--- config.mk ---
export PLATFORM = sky130hd
export DESIGN_NAME = gshare_fetch_predictor
export DESIGN_NICKNAME = d
export VERILOG_FILES = /design/src/rtl/gshare_fetch_predictor.sv
export SDC_FILE = /design/constraint.sdc
export NUM_CORES = 2
export LEC_CHECK = 0
export CORE_ASPECT_RATIO = 0.6
export CORE_UTILIZATION = 40
export CTS_CLUSTER_DIAMETER = 40
export CTS_CLUSTER_SIZE = 10
export DETAILED_ROUTE_END_ITERATION = 7
export HOLD_SLACK_MARGIN = 0.12
export PLACE_DENSITY = 0.6
export SYNTH_ARGS = -nofsm -noshare
export SYNTH_HDL_FRONTEND = slang
export SYNTH_SLANG_ARGS = --single-unit
--- constraint.sdc ---
create_clock -name clk -period 12.2 [get_ports clk]
set_clock_uncertainty 0.2 [all_clocks]
set_input_delay 2.44 -clock clk [delete_from_list [all_inputs] [get_ports clk]]
set_output_delay 2.44 -clock clk [all_outputs]
set_load 0.005 [all_outputs]
--- src/rtl/gshare_fetch_predictor.sv ---
// gshare_fetch_predictor: IF-stage gshare direction predictor (PHT) plus direct-mapped BTB.
// Latency: reads are combinational from pc_if; training and history updates land at the next clk edge.
// Backpressure: none; init_busy=1 for 2^GSHARE_HISTORY_LENGTH cycles after rst and IF must stall.
//
// Ports:
//   clk, rst                     clock and synchronous active-high reset
//   pc_if, fetch_valid           fetch PC and IF-advancing qualifier
//   init_busy                    table initialisation in progress
//   btb_hit, predict_taken,      BTB lookup result, redirect decision,
//   predict_target               and stored target for pc_if
//   gbp_predict, gbhr_out        PHT counter and GBHR snapshot for br_check
//   upd_*                        EX br_update training / history-repair inputs
module gshare_fetch_predictor #(
  parameter int PC_LENGTH             = 32,
  parameter int GSHARE_HISTORY_LENGTH = 8,
  parameter int BTB_INDEX_BITS        = 6
) (
  input  logic                             clk,
  input  logic                             rst,
  input  logic [PC_LENGTH-1:0]             pc_if,
  input  logic                             fetch_valid,
  output logic                             init_busy,
  output logic                             btb_hit,
  output logic                             predict_taken,
  output logic [PC_LENGTH-1:0]             predict_target,
  output logic [1:0]                       gbp_predict,
  output logic [GSHARE_HISTORY_LENGTH-1:0] gbhr_out,
  input  logic                             upd_valid,
  input  logic                             upd_actual,
  input  logic                             upd_wrong,
  input  logic [GSHARE_HISTORY_LENGTH-1:0] upd_gbhr_old,
  input  logic [1:0]                       upd_counter,
  input  logic [PC_LENGTH-1:0]             upd_pc,
  input  logic [PC_LENGTH-1:0]             upd_target
);

  localparam int GHL   = GSHARE_HISTORY_LENGTH;
  localparam int BIB   = BTB_INDEX_BITS;
  localparam int PHT_N = 1 << GHL;
  localparam int BTB_N = 1 << BIB;
  localparam int TAG_W = PC_LENGTH - BIB - 2;

  typedef enum logic {ST_INIT, ST_RUN} state_e;

  state_e               state_q, state_d;
  logic [GHL-1:0]       init_idx_q, init_idx_d;
  logic [GHL-1:0]       gbhr_q, gbhr_d;

  logic [1:0]           pht_q     [PHT_N];
  logic [1:0]           pht_d     [PHT_N];
  logic                 btb_vld_q [BTB_N];
  logic                 btb_vld_d [BTB_N];
  logic [TAG_W-1:0]     btb_tag_q [BTB_N];
  logic [TAG_W-1:0]     btb_tag_d [BTB_N];
  logic [PC_LENGTH-1:0] btb_tgt_q [BTB_N];
  logic [PC_LENGTH-1:0] btb_tgt_d [BTB_N];

  // Index / tag slicing for the fetch side and the update side.
  logic [GHL-1:0]   rd_pht_idx, wr_pht_idx;
  logic [BIB-1:0]   rd_btb_idx, wr_btb_idx;
  logic [TAG_W-1:0] rd_tag, wr_tag;

  // Byte-offset bits of the PCs never take part in indexing.
  logic unused_pc_lsbs;
  assign unused_pc_lsbs = ^{pc_if[1:0], upd_pc[1:0]};

  assign rd_pht_idx = pc_if[GHL+1:2] ^ gbhr_q;
  assign wr_pht_idx = upd_pc[GHL+1:2] ^ upd_gbhr_old;
  assign rd_btb_idx = pc_if[BIB+1:2];
  assign wr_btb_idx = upd_pc[BIB+1:2];
  assign rd_tag     = pc_if[PC_LENGTH-1:BIB+2];
  assign wr_tag     = upd_pc[PC_LENGTH-1:BIB+2];

  // Combinational read path; tables are only written at the clock edge, so a
  // same-cycle write to the entry being read shows the old value.
  always_comb begin
    init_busy      = (state_q == ST_INIT);
    gbp_predict    = pht_q[rd_pht_idx];
    predict_target = btb_tgt_q[rd_btb_idx];
    btb_hit        = ~init_busy & btb_vld_q[rd_btb_idx] & (btb_tag_q[rd_btb_idx] == rd_tag);
    predict_taken  = btb_hit & gbp_predict[1] & ~init_busy;
    gbhr_out       = gbhr_q;
  end

  // Next-state: INIT sweeps the tables, RUN trains them and steers history.
  always_comb begin
    state_d    = state_q;
    init_idx_d = init_idx_q;
    gbhr_d     = gbhr_q;
    pht_d      = pht_q;
    btb_vld_d  = btb_vld_q;
    btb_tag_d  = btb_tag_q;
    btb_tgt_d  = btb_tgt_q;

    if (state_q == ST_INIT) begin
      // BTB is smaller than the PHT, so each valid bit is cleared several times.
      pht_d[init_idx_q]                = 2'b01;
      btb_vld_d[init_idx_q[BIB-1:0]]   = 1'b0;
      init_idx_d                       = init_idx_q + GHL'(1);
      if (&init_idx_q) begin
        state_d = ST_RUN;
      end
    end else begin
      if (upd_valid) begin
        // EX already computed the saturated counter; store it verbatim.
        pht_d[wr_pht_idx] = upd_counter;
        if (upd_actual) begin
          btb_vld_d[wr_btb_idx] = 1'b1;
          btb_tag_d[wr_btb_idx] = wr_tag;
          btb_tgt_d[wr_btb_idx] = upd_target;
        end
      end

      // Misprediction repair beats the speculative shift from this cycle's fetch.
      if (upd_valid && upd_wrong) begin
        gbhr_d = {upd_gbhr_old[GHL-2:0], upd_actual};
      end else if (fetch_valid && btb_hit) begin
        gbhr_d = {gbhr_q[GHL-2:0], predict_taken};
      end
    end
  end

  always_ff @(posedge clk) begin
    if (rst) begin
      state_q    <= ST_INIT;
      init_idx_q <= '0;
      gbhr_q     <= '0;
    end else begin
      state_q    <= state_d;
      init_idx_q <= init_idx_d;
      gbhr_q     <= gbhr_d;
    end
  end

  // Table storage has no reset; the INIT sweep establishes its contents.
  always_ff @(posedge clk) begin
    pht_q     <= pht_d;
    btb_vld_q <= btb_vld_d;
    btb_tag_q <= btb_tag_d;
    btb_tgt_q <= btb_tgt_d;
  end

endmodule

==> out/metrics.yaml <==
timing:
  tns_ns: 0
  slew_violations: 0
  hold_viol: 0
  max_slew_margin: 0.00159
  post-route-min-period_ns: 10.46
  worst_slew_pin_slew_ns: 1.50
  period_share: 0.857
  final-setup-viol-count: 0
  fmax_ghz: 0.0956
  rsz0062_at_grt: "no"
route:
  drc: 12
  vias_per_cell: 6.59
  ant_nets: 0
  wl_um: 561000
  vias: 97700
  drt_iter0_markers: 18300
  firstDrtPassIters: 8
  routedWlPerCell_um: 37.8
clock_network:
  clockBufferDepth: 4
  root_buffer: "clkbuf_16"
  cts_setup_buffers: 0
  clkTransAtPathRegs_ns: 0.05
  cts_tree: "built"
  clock_sinks: 4177
  htreeDepth: 5
  postCtsResizedCells: 0
  cts_inserted_buffers: 482
  clk_latency_ns: 1.01
  cts_hold_buf: 0
critical_path:
  required_ns: 9.56
  cp_cell_sequence: "buf_8, buf_12, buf_4, mux4_2, nand2_1, a311oi_1, o221ai_1, xor2_1, nor4bb_1, nand4b_1, nor4bb_2, buf_4, and2_1, clkdlybuf4s50_1"
  criticalPathCategory: "in2out"
  cp_num_buf_inv: 5
  crit_fanout: 54
  cp-start-kind: "input port"
  crit_start: "pc_if[3]"
  crit_slowest_cell: "a311oi_1"
  critPathTopFamily: "buffers and inverters"
  cp_common_cell: "buf_4"
  worstSetupEndpointType: "output pin"
  cp_data_arrival_time_ns: 7.82
  slowest_delay_ns: 0.57
  rr_startpoint: "state_q"
placed_design:
  place_hpwl_um: 318000
  gp_congestion: 0.916
  portBuffers: 152
floorplanning:
  rows: 185
  die_area_um2: 429000
  dieHeight_um: 508
  fp.dieW_um: 845
  start_util: 0.402
  pin_count: 157
  core_um2: 424000
grt:
  antenna_found_initial: 71
  grt_pass1_vias: 93100
  grt_usage: 0.255
  grt_pass1_wl_um: 762000
  grt_overflow: 0
  grt_max_degree: 205
synthesis:
  yosys_register_bits: 4177
  synthFlopType: "edfxtp_1"
  synth_top_area_frac: 0.732
  synth_cell_type_count: 79
  yosysMostFrequentCell: "edfxtp_1"
  synth_fp_nets: 8871
  synthTopCellsByArea: "edfxtp_1 73%, mux4_2 16%, o21ai_0 1.8%"
  netlist.top_cell.by_area: "edfxtp_1"
  async_flop_share: 0
  synthCells: 8755
  syn-mean-instance-area_um2: 19.5
  synth_edf_count: 4160
  yosys_warnings: 0
  ys_seq_area_frac: 0.734
  synthTopCellsByCount: "4160 x edfxtp_1, 1184 x mux4_2, 613 x o21ai_0, 433 x o22ai_1, 426 x clkbuf_1"
  syn_area_um2: 171000
min_path:
  min_from: "btb_vld_q[40]"
  hold_path.class: "reg2reg"
finish:
  final_nets: 9108
  drive_above_1_share: 0.240
  syn2layout_area_growth_pct: 12.7
  nFillCells: 35600
  fin_util: 0.453
pwr:
  pwr_density_cell_nw_per_um2: 161
  ir_drop_v: 0.000126
  power_mw: 31.0
  cellLeakagePower_nw: 59.2
job:
  maxCapViolations: 0
run_status:
  status: "complete, but fails checks"
  violations: "design-rule violations"
## routing by layer
metal | global-route usage | part of all wire | up-vias
met3 | 0.0981 | 0.16 | 1058
met4 | 0.0738 | 0.031 | 22
met1 | 0.382 | 0.40 | 51900
met2 | 0.343 | 0.41 | 7657
met5 | 0 | 0.00025 | -
li1 | - | - | 37000
## final timing paths
check | to | slack [ns] | cells after the start
worst min-delay path | btb_vld_q[40] | 0.38 | 2
worst min register to register | btb_vld_q[40] | 0.38 | 2
worst max-delay path | predict_taken | 1.74 | 14
worst max register to register | btb_tag_q[280] | 6.80 | 6
## metrics by stage
step / cells / hold slack [ns] / setup slack (ns) / area (um2)
finish: 14800 / 0.383 / 1.74 / 192000
global placement: 14200 / 0.357 / 2.07 / 179000
floorplan: 8755 / 0.316 / 2.80 / 171000
detailed placement: 14200 / 0.361 / 2.05 / 179000
global route: 14800 / 0.414 / 1.67 / 192000
CTS: 14800 / 0.378 / 1.99 / 192000
## cells in the final DEF, fill, tap and decap left out, drive strengths merged, types with 39 or more instances in the layout
cell	instances
o21ai	615
inv	40
o22ai	433
nor2	207
a22oi	50
nand2	332
clkdlybuf4s50	90
mux2i	154
clkbuf	529
nand3	137
clkinv	39
buf	309
a21oi	333
mux4	1184
edfxtp	4160
mux2	57
## cell families after synthesis
group                      after synthesis  share of synthesized area
and+or+nand+nor                        869                     0.0233
AOI/OAI and AO/OA                     1580                     0.0532
DFF                                   4177                      0.734
adders and majority gates                4                   0.000293
buffers and inverters                  677                     0.0172
muxes                                 1395                      0.169
xor gates and xnor gates                53                    0.00272
## worst min-delay path, delay by kind of cell (launching register included)
kind            cells  cell delay (ns)
simple gates        1             0.08
compound gates      1             0.05
flops               1             0.34
## cell type report
cell class / instances / area [um2] / area share
Multi-Input combinational cell: 3901 / 43100 / 0.224
Timing Repair Buffer: 400 / 3490 / 0.0182
Tap cell: 5703 / 7140 / 0.0371
Clock buffer: 528 / 12400 / 0.0647
Inverter: 30 / 125 / 0.000651
Antenna cell: 26 / 65.1 / 0.000338
Clock inverter: 62 / 631 / 0.00328
Sequential cell: 4177 / 125000 / 0.652
## sequential cells by signal, summed over array words and instances (netlist names)
name	flops
init_idx_q	8
btb_tag_q	1536
btb_vld_q	64
state_q	1
gbhr_out	8
pht_q	512
btb_tgt_q	2048
## power breakdown
| group | internal, mW | total (mW) | switching (mW) |
|---|---|---|---|
| Sequential | 16.1 | 16.2 | 0.156 |
| Clock | 7.24 | 12.7 | 5.46 |
| Combinational | 0.795 | 2.02 | 1.23 |
| Total | 24.1 | 31.0 | 6.84 |
(Power assumes the default switching activity.)
